==> config.mk <==
export PLATFORM = sky130hd
export DESIGN_NAME = ringbuffer_readout_ctrl_flat
export DESIGN_NICKNAME = d
export VERILOG_FILES = /design/src/rtl/ringbuffer_readout_ctrl_pkg.sv /design/src/rtl/ringbuffer_readout_ctrl_if.sv /design/src/rtl/rb_read_seq.sv /design/src/rtl/ringbuffer_readout_ctrl.sv /design/src/flat_wrapper.sv
export SDC_FILE = /design/constraint.sdc
export NUM_CORES = 1
export LEC_CHECK = 0
export ABC_AREA = 1
export CORE_UTILIZATION = 40
export CTS_CLUSTER_DIAMETER = 200
export DETAILED_ROUTE_END_ITERATION = 16
export MAX_ROUTING_LAYER = met4
export PLACE_DENSITY_LB_ADDON = 0.08
export SYNTH_ARGS = -nofsm -noshare
export SYNTH_HDL_FRONTEND = slang
export SYNTH_SLANG_ARGS = --single-unit
==> constraint.sdc <==
create_clock -name sysclk -period 3.7 [get_ports sysclk]
set_input_delay 0.925 -clock sysclk [delete_from_list [all_inputs] [get_ports sysclk]]
set_output_delay 0.925 -clock sysclk [all_outputs]
set_load 0.02 [all_outputs]
==> src/rtl/ringbuffer_readout_ctrl_pkg.sv <==
// Shared types for the ring buffer readout controller and its word reader.
// The state encoding is common so both FSMs read the same in a waveform.
package ringbuffer_readout_ctrl_pkg;

   typedef enum logic [2:0] {
      ST_IDLE     = 3'd0,
      ST_ARMED    = 3'd1,
      ST_POSTTRIG = 3'd2,
      ST_RD_ADDR  = 3'd3,
      ST_RD_EN    = 3'd4,
      ST_RD_CAP   = 3'd5,
      ST_PRESENT  = 3'd6,
      ST_DONE     = 3'd7
   } state_t;

   // Window length PRE+POST, truncated to size+1 bits so a full-buffer window still fits.
   function automatic int unsigned win_len(int unsigned size, int unsigned pre, int unsigned post);
      return (pre + post) & ((32'd1 << (size + 1)) - 32'd1);
   endfunction

endpackage

==> src/rtl/ringbuffer_readout_ctrl_if.sv <==
// Bundle of trigger, ring buffer and downstream stream signals of the readout controller.
interface ringbuffer_readout_ctrl_if #(
   parameter int SIZE  = 10,
   parameter int WIDTH = 14
);
   logic             arm;
   logic             trig;
   logic [SIZE-1:0]  wr_addr;
   logic [WIDTH-1:0] rb_dout;
   logic             wr_en;
   logic             rd_en;
   logic [SIZE-1:0]  rd_addr;
   logic [WIDTH-1:0] out_data;
   logic             out_valid;
   logic             out_ready;
   logic             out_last;
   logic             busy;
   logic             trig_lost;

   modport master (
      input  arm, trig, wr_addr, rb_dout, out_ready,
      output wr_en, rd_en, rd_addr, out_data, out_valid, out_last, busy, trig_lost
   );

   modport slave (
      output arm, trig, wr_addr, rb_dout, out_ready,
      input  wr_en, rd_en, rd_addr, out_data, out_valid, out_last, busy, trig_lost
   );
endinterface

==> src/rtl/rb_read_seq.sv <==
// Single-word read from a 2-cycle-latency buffer: address, enable, capture, then
// present the word on valid/ready until accepted. Runs back-to-back while en_i is high.
module rb_read_seq
   import ringbuffer_readout_ctrl_pkg::*;
#(
   parameter int WIDTH = 14
) (
   input  logic             sysclk,
   input  logic             rst,
   input  logic             en_i,
   input  logic [WIDTH-1:0] rb_dout_i,
   input  logic             out_ready_i,
   output logic             rd_en_o,
   output logic [WIDTH-1:0] out_data_o,
   output logic             out_valid_o,
   output logic             xfer_o
);

   state_t           phase_q, phase_d;
   logic [WIDTH-1:0] data_q, data_d;

   always_ff @(posedge sysclk) begin
      if (rst) begin
         phase_q <= ST_RD_ADDR;
         data_q  <= '0;
      end else begin
         phase_q <= phase_d;
         data_q  <= data_d;
      end
   end

   always_comb begin
      phase_d     = phase_q;
      data_d      = data_q;
      rd_en_o     = 1'b0;
      out_valid_o = 1'b0;
      xfer_o      = 1'b0;
      if (en_i) begin
         case (phase_q)
            ST_RD_ADDR: phase_d = ST_RD_EN;
            ST_RD_EN: begin
               rd_en_o = 1'b1;
               phase_d = ST_RD_CAP;
            end
            ST_RD_CAP: begin
               data_d  = rb_dout_i;
               phase_d = ST_PRESENT;
            end
            ST_PRESENT: begin
               out_valid_o = 1'b1;
               if (out_ready_i) begin
                  xfer_o  = 1'b1;
                  phase_d = ST_RD_ADDR;
               end
            end
            default: phase_d = ST_RD_ADDR;
         endcase
      end else begin
         phase_d = ST_RD_ADDR;
      end
      out_data_o = out_valid_o ? data_q : '0;
   end

endmodule

==> src/rtl/ringbuffer_readout_ctrl.sv <==
// Acquisition sequencer for one ADC ring buffer: arm, pre-fill, trigger, post-trigger
// writes, then stream the frozen PRE+POST window out through rb_read_seq.
module ringbuffer_readout_ctrl
   import ringbuffer_readout_ctrl_pkg::*;
#(
   parameter int SIZE  = 10,
   parameter int WIDTH = 14,
   parameter int PRE   = 64,
   parameter int POST  = 192
) (
   input  logic                     sysclk,
   input  logic                     rst,
   ringbuffer_readout_ctrl_if.master bus
);

   localparam logic [SIZE:0] ONE_C  = (SIZE+1)'(1);
   localparam logic [SIZE:0] PRE_C  = (SIZE+1)'(PRE);
   localparam logic [SIZE:0] POST_C = (SIZE+1)'(POST);
   localparam logic [SIZE:0] LAST_C = (SIZE+1)'(win_len(SIZE, PRE, POST) - 1);

   state_t          state_q, state_d;
   logic [SIZE:0]   fill_q, fill_d;
   logic [SIZE:0]   post_q, post_d;
   logic [SIZE:0]   idx_q, idx_d;
   logic [SIZE-1:0] start_q, start_d;

   logic             wr_en_c, trig_lost_c, rd_active;
   logic             seq_rd_en, seq_valid, seq_xfer;
   logic [WIDTH-1:0] seq_data;

   always_ff @(posedge sysclk) begin
      if (rst) begin
         state_q <= ST_IDLE;
         fill_q  <= '0;
         post_q  <= '0;
         idx_q   <= '0;
         start_q <= '0;
      end else begin
         state_q <= state_d;
         fill_q  <= fill_d;
         post_q  <= post_d;
         idx_q   <= idx_d;
         start_q <= start_d;
      end
   end

   // The whole window is read while parked in ST_RD_ADDR; word phases live in rb_read_seq.
   always_comb begin
      state_d     = state_q;
      fill_d      = fill_q;
      post_d      = post_q;
      idx_d       = idx_q;
      start_d     = start_q;
      wr_en_c     = 1'b0;
      trig_lost_c = 1'b0;
      case (state_q)
         ST_IDLE: begin
            if (bus.arm) begin
               state_d = ST_ARMED;
               fill_d  = '0;
            end
         end
         ST_ARMED: begin
            wr_en_c = 1'b1;
            if (bus.trig && (fill_q >= PRE_C)) begin
               start_d = bus.wr_addr - SIZE'(PRE);
               post_d  = ONE_C;
               idx_d   = '0;
               state_d = (POST_C == ONE_C) ? ST_RD_ADDR : ST_POSTTRIG;
            end else begin
               trig_lost_c = bus.trig;
               if (fill_q < PRE_C) fill_d = fill_q + ONE_C;
            end
         end
         ST_POSTTRIG: begin
            if (post_q < POST_C) begin
               wr_en_c = 1'b1;
               post_d  = post_q + ONE_C;
            end else begin
               state_d = ST_RD_ADDR;
            end
         end
         ST_RD_ADDR: begin
            if (seq_xfer) begin
               if (idx_q == LAST_C) state_d = ST_DONE;
               else                 idx_d   = idx_q + ONE_C;
            end
         end
         ST_DONE: state_d = ST_IDLE;
         default: state_d = ST_IDLE;
      endcase
   end

   assign rd_active = (state_q == ST_RD_ADDR);

   rb_read_seq #(.WIDTH(WIDTH)) u_read_seq (
      .sysclk      (sysclk),
      .rst         (rst),
      .en_i        (rd_active),
      .rb_dout_i   (bus.rb_dout),
      .out_ready_i (bus.out_ready),
      .rd_en_o     (seq_rd_en),
      .out_data_o  (seq_data),
      .out_valid_o (seq_valid),
      .xfer_o      (seq_xfer)
   );

   // Outputs are forced low in the reset cycle itself, not only after it.
   assign bus.wr_en     = ~rst & wr_en_c;
   assign bus.rd_en     = ~rst & seq_rd_en;
   assign bus.rd_addr   = (~rst & rd_active) ? (start_q + idx_q[SIZE-1:0]) : '0;
   assign bus.out_data  = rst ? '0 : seq_data;
   assign bus.out_valid = ~rst & seq_valid;
   assign bus.out_last  = ~rst & seq_valid & (idx_q == LAST_C);
   assign bus.busy      = ~rst & (state_q != ST_IDLE);
   assign bus.trig_lost = ~rst & trig_lost_c;

endmodule

==> src/flat_wrapper.sv <==
// flat-port wrapper written by rule: the top's interface ports become plain ports
module ringbuffer_readout_ctrl_flat import ringbuffer_readout_ctrl_pkg::*;
#(
   parameter int SIZE  = 10,
   parameter int WIDTH = 14,
   parameter int PRE   = 64,
   parameter int POST  = 192
)
  (sysclk, rst, bus_arm, bus_trig, bus_wr_addr, bus_rb_dout, bus_out_ready, bus_wr_en, bus_rd_en, bus_rd_addr, bus_out_data, bus_out_valid, bus_out_last, bus_busy, bus_trig_lost);
  ringbuffer_readout_ctrl_if #(.SIZE(SIZE), .WIDTH(WIDTH)) bus_i ();
  input  logic sysclk;
  input  logic rst;
  input wire logic [$bits(bus_i.arm)-1:0] bus_arm;
  input wire logic [$bits(bus_i.trig)-1:0] bus_trig;
  input wire logic [$bits(bus_i.wr_addr)-1:0] bus_wr_addr;
  input wire logic [$bits(bus_i.rb_dout)-1:0] bus_rb_dout;
  input wire logic [$bits(bus_i.out_ready)-1:0] bus_out_ready;
  output wire logic [$bits(bus_i.wr_en)-1:0] bus_wr_en;
  output wire logic [$bits(bus_i.rd_en)-1:0] bus_rd_en;
  output wire logic [$bits(bus_i.rd_addr)-1:0] bus_rd_addr;
  output wire logic [$bits(bus_i.out_data)-1:0] bus_out_data;
  output wire logic [$bits(bus_i.out_valid)-1:0] bus_out_valid;
  output wire logic [$bits(bus_i.out_last)-1:0] bus_out_last;
  output wire logic [$bits(bus_i.busy)-1:0] bus_busy;
  output wire logic [$bits(bus_i.trig_lost)-1:0] bus_trig_lost;
  assign bus_i.arm = bus_arm;
  assign bus_i.trig = bus_trig;
  assign bus_i.wr_addr = bus_wr_addr;
  assign bus_i.rb_dout = bus_rb_dout;
  assign bus_i.out_ready = bus_out_ready;
  assign bus_wr_en = bus_i.wr_en;
  assign bus_rd_en = bus_i.rd_en;
  assign bus_rd_addr = bus_i.rd_addr;
  assign bus_out_data = bus_i.out_data;
  assign bus_out_valid = bus_i.out_valid;
  assign bus_out_last = bus_i.out_last;
  assign bus_busy = bus_i.busy;
  assign bus_trig_lost = bus_i.trig_lost;
  ringbuffer_readout_ctrl #(.SIZE(SIZE), .WIDTH(WIDTH), .PRE(PRE), .POST(POST)) u_core (.sysclk(sysclk), .rst(rst), .bus(bus_i));
endmodule
* Word level (Yosys, flattened, before mapping)
Cells that the tools add are included.
Word-level totals: output and inout port bits 30, bits in registers 63, input port bits 29
Cells by class: order comparisons 3, reductions and logical operators 13, bitwise logic cells 9, add/subtract/negate cells 5, muxes and demuxes 33, eq/ne operators 18
Operator list (number):
- 11-bit two-way mux | 8
- 11-bit case mux with 2 select lines | 3
- 11-bit by 1-bit adder with 11-bit output, second input constant | 3
- 14-bit two-way mux | 2
- 3-bit case mux with 4 select lines | 2
- 3-bit two-way mux | 6
- 2-bit inequality test, second input constant | 7
- 11-bit by 8-bit equality test with 1-bit output, second input constant | 1
- 11-bit by 7-bit greater-or-equal comparator with 1-bit output, second input constant | 1
- 11-bit by 7-bit less-than comparator with 1-bit output, second input constant | 1
- 11-bit by 8-bit less-than comparator with 1-bit output, second input constant | 1
- 10-bit adder | 1
- 1-bit two-way mux | 10
- 10-bit two-way mux | 1
- 10-bit by 7-bit subtractor with 10-bit output, second input constant | 1
- 3-bit by 2-bit equality test with 1-bit output, second input constant | 3
- 3-bit equality test, second input constant | 3
- 4-bit AND reduction | 2
- 1-bit bitwise AND | 7
- 2-bit by 1-bit inequality test with 1-bit output, second input constant | 3
- 2-bit nonzero test | 3
- 5-bit AND reduction | 1
- 2-bit AND reduction | 2
- 3-bit by 1-bit equality test with 1-bit output, second input constant | 1
- 7 further kinds | 8

* Depth between registers and ports, before layout
depth after elaboration 5, depth in mapped cells 10, gate-level depth less buffers 10

* By module
A second synthesis with hierarchy kept.
Second synthesis, totals: cells, all modules 594, area, all modules 3786.1 um2
Modules (own cells, without submodules):
- ringbuffer_readout_ctrl | area an instance 2922.8 um2, cells an instance 447, sequential area each 920.9 um2, times used 1
- rb_read_seq | area an instance 863.3 um2, cells an instance 147, sequential area each 340.3 um2, times used 1

* Worst setup path after synthesis
Ideal clock, no wire load.
path kind input to output, start input rst, end output bus_rd_addr[4], arrival 1.874 ns, path buffers 1, stages 4, setup slack 0.901 ns, cells stage by stage buf_2 nor2_8 inv_4 nor3b_1
On the way: longest elaborated chain between the ends 3
RTL lines:
- from (decl) | line flat_wrapper.sv:12 | input logic rst;
- 1-bit NOT | line ringbuffer_readout_ctrl.sv:111 | assign bus.rd_addr = (~rst & rd_active) ? (start_q + idx_q[SIZE-1:0]) : '0;
- 1-bit bitwise AND | line ringbuffer_readout_ctrl.sv:111
- 10-bit two-way mux | line ringbuffer_readout_ctrl.sv:111
- to (decl) | line flat_wrapper.sv:20 | output wire logic [$bits(bus_i.rd_addr)-1:0] bus_rd_addr;
No other way between the ends.

* Worst setup path in the final report
start register u_core.idx_q[2], end output bus_rd_addr[9]
On the way: longest elaborated chain between the ends 2
RTL lines:
- from (decl) | line ringbuffer_readout_ctrl.sv:24 | logic [SIZE:0] idx_q, idx_d;
- from (signal assigned) | line ringbuffer_readout_ctrl.sv:42 | idx_q <= idx_d;
- 10-bit adder | line ringbuffer_readout_ctrl.sv:111
- 10-bit two-way mux | line ringbuffer_readout_ctrl.sv:111
No other way between the ends.

==> flow_summary.json <==
{
  "die_w_um": 97.4,
  "cts_inserted_buffers": 9,
  "r2r_slack_ns": 1.71,
  "antenna_found_initial": 0,
  "fin_crit_sh": 0.960,
  "layoutNonFillerInstCount": 713,
  "cts_tree": "done",
  "cts.repair.resized": 0,
  "cts.clk_slew.worst_paths_ns": 0.07,
  "dieHeight_um": 97.4,
  "grt_pass1_vias": 3128,
  "num-fill-cells": 895,
  "synth_enable_flop_cells": 0,
  "syn_to_final_growth_pct": 24.1,
  "p_leak_nw": 1.88,
  "path_cells": "ha_1, a21oi_1, nor2_1, o21ai_0, nand3_1, nand2_1, nand2_1, nor2_1, clkdlybuf4s50_1",
  "synth_xor_area_frac": 0.0193,
  "worstSetupPathType": "reg -> out",
  "synth_nets": 581,
  "reg2reg_from": "u_core.idx_q[0]$_SDFFE_PP0P_",
  "crit_start": "u_core.idx_q[2]$_SDFFE_PP0P_",
  "cts.sink_count": 63,
  "die_area_sq_um": 9480,
  "max_freq_mhz": 281,
  "min_period_ns": 3.55,
  "synth_compound_area_frac": 0.155,
  "placeableCoreArea_sq_um": 8760,
  "place_area_sq_um": 4340,
  "yosysWarnings": 0,
  "first_pass_iters": 4,
  "vias": 3482,
  "muxShareOfSynthArea": 0,
  "htree_levels": 3,
  "rsz0062_at_grt": "no",
  "cp-endpoint": "bus_rd_addr[9]",
  "yosysTopAreaCell": "dfxtp_1",
  "yosys-top-cells-area": "dfxtp_1, nand2_1, nor2_1",
  "cts_buffer_depth": 2,
  "status": "completed",
  "worstPathRequired_ns": 2.77,
  "grt_max_degree": 32,
  "tns_ns": 0,
  "synthDistinctLibCells": 34,
  "antenna_cells": 0,
  "dpl.hpwl_mm": 6.26,
  "arrival_ns": 2.63,
  "critPathCaptureType": "primary output",
  "grt_first_pass_wirelength_mm": 14.4,
  "ys_seq_elements": 63,
  "ir_worst_vdd_mv": 0.295,
  "drt_iter0_drc": 161,
  "synth_top_family_by_area": "simple AND/OR/NAND/NOR gates",
  "num_rows": 34,
  "reg2reg_to": "u_core.idx_q[0]$_SDFFE_PP0P_",
  "synthCells": 537,
  "cts_post_setup_buffers_inserted": 0,
  "worst_pin_slew_ns": 0.843,
  "overflow": 0,
  "start_kind": "flip-flop",
  "root_buffer": "clkbuf_8",
  "portBuffers": 58,
  "wl_per_cell_um": 11.9,
  "setup_viol": 0,
  "relSlewSlack": 0.437,
  "drive_above_1_share": 0.0826,
  "critPathMaxFanout": 7,
  "initial_core_util": 0.415,
  "yosys.area_share.simple": 0.325,
  "synth_ff_type": "dfxtp_1",
  "worstHoldStart": "u_core.post_q[10]$_SDFFE_PP0P_",
  "slew_violations": 0,
  "vias_per_cell": 4.88,
  "yosysSeqAreaShare": 0.347,
  "whs_ns": 0.440,
  "gp_congestion": 0.852,
  "powerDensity_nw_per_um2": 389,
  "holdBufCountCts": 0,
  "clock_latency_ns": 0.33,
  "placed_cells": 698,
  "finalHoldViolations": 0,
  "nets": 645,
  "final_area_sq_um": 4510,
  "hp-class": "reg -> reg",
  "drc": 0,
  "ant_nets": 0,
  "async_reset_ff_frac": 0,
  "grt_util_all_layers": 0.189,
  "netlist.area_leader.share": 0.347,
  "routed_wl_mm": 8.51,
  "synth_fa_ha_area_frac": 0.0537,
  "finClkSkew_ns": 0.00649,
  "syn_area_sq_um": 3640,
  "slowest_stage": "clkdlybuf4s50_1",
  "syn_avg_cell_area_sq_um": 6.77,
  "critical_path.max_stage_delay_ns": 0.62,
  "ff2ff_path_depth": 10,
  "ios": 59,
  "maxCapViolations": 0
}
-- layer usage --
metal	track usage	up-vias	part of all wire
met1	0.252	1552	0.50
met5	-	-	0
met3	0.0424	11	0.050
met2	0.288	72	0.44
met4	0.0554	0	0.011
li1	-	1847	-
-- power breakdown --
part	switching, mW	leakage [nW]	internal [mW]	total (mW)
Clock	0.260	0.0850	0.254	0.514
Combinational	0.333	1.28	0.160	0.493
Sequential	0.0378	0.509	0.712	0.750
-- cell type report --
type                    instances  area [sq um]  share of cell area
multi-input cells             385          2010               0.446
flip-flops and latches         63          1260               0.279
repair buffers                 65           648               0.144
inverters                      77           294              0.0651
clock buffers                  11           141              0.0313
well taps                     108           135              0.0299
clock inverters                 4          22.5             0.00499
-- how the worst min path moves through the flow --
stage	to	slack, ns	cells after the start
floorplan	u_core.post_q[9]$_SDFFE_PP0P_	0.42	2
global placement	u_core.fill_q[9]$_SDFFE_PP0P_	0.43	2
detailed placement	u_core.post_q[10]$_SDFFE_PP0P_	0.43	2
CTS	u_core.post_q[10]$_SDFFE_PP0P_	0.44	2
global route	u_core.post_q[10]$_SDFFE_PP0P_	0.46	2
finish	u_core.post_q[10]$_SDFFE_PP0P_	0.44	2
-- registers in the layout, summed over array words and instances (netlist names) --
| signal | count |
|---|---|
| u_core.post_q | 11 |
| u_core.u_read_seq.phase_q | 3 |
| u_core.fill_q | 11 |
| u_core.u_read_seq.data_q | 14 |
| u_core.start_q | 10 |
| u_core.state_q | 3 |
| u_core.idx_q | 11 |
-- cell families (layout without fill, tap and decap cells) --
kind of cell | Yosys count | after routing
compound gates | 106 | 106
buf+inv | 89 | 157
simple gates | 256 | 256
fa+ha+maj | 15 | 15
xor+xnor | 8 | 8
flops | 63 | 63
-- synth_stat cells (3+ instances only) --
cell and n:
nor2_2 3, xnor2_1 5, nor2_1 79, nand4_1 7
dfxtp_1 63, nor2_4 11, nor3_1 5, o21bai_1 3
a21oi_1 53, nand2_1 106, ha_1 14, nor3b_1 3
inv_2 3, inv_1 72, o21ai_0 44, clkbuf_1 7
nand3_1 35, xor2_1 3
-- cells in the final DEF (no fill, tap or decap), types with 10 or more instances in the layout --
master,instances
nor2_1,79
o21ai_0,44
ha_1,14
inv_1,72
a21oi_1,53
clkbuf_8,10
clkdlybuf4s50_1,52
nor2_4,11
nand2_1,106
dfxtp_1,63
nand3_1,35
-- critical path: cells and delay by family, from the launching register on --
| kind | cells | cell delay (ns) |
|---|---|---|
| buffers and inverters | 1 | 0.62 |
| DFF | 1 | 0.50 |
| and+or+nand+nor | 5 | 0.42 |
| AOI/OAI and AO/OA | 2 | 0.41 |
| adders and majority gates | 1 | 0.35 |
-- stage by stage --
stage	setup WS [ns]	utilization	power, mW
detailed placement	0.0318	0.495	1.26
global route	0.0116	0.515	1.86
floorplan	0.901	-	1.11
finish	0.147	0.515	1.76
CTS	0.0325	0.513	1.78
global placement	0.0656	0.495	1.25
Note: power is estimated with default switching activity, not from simulation.
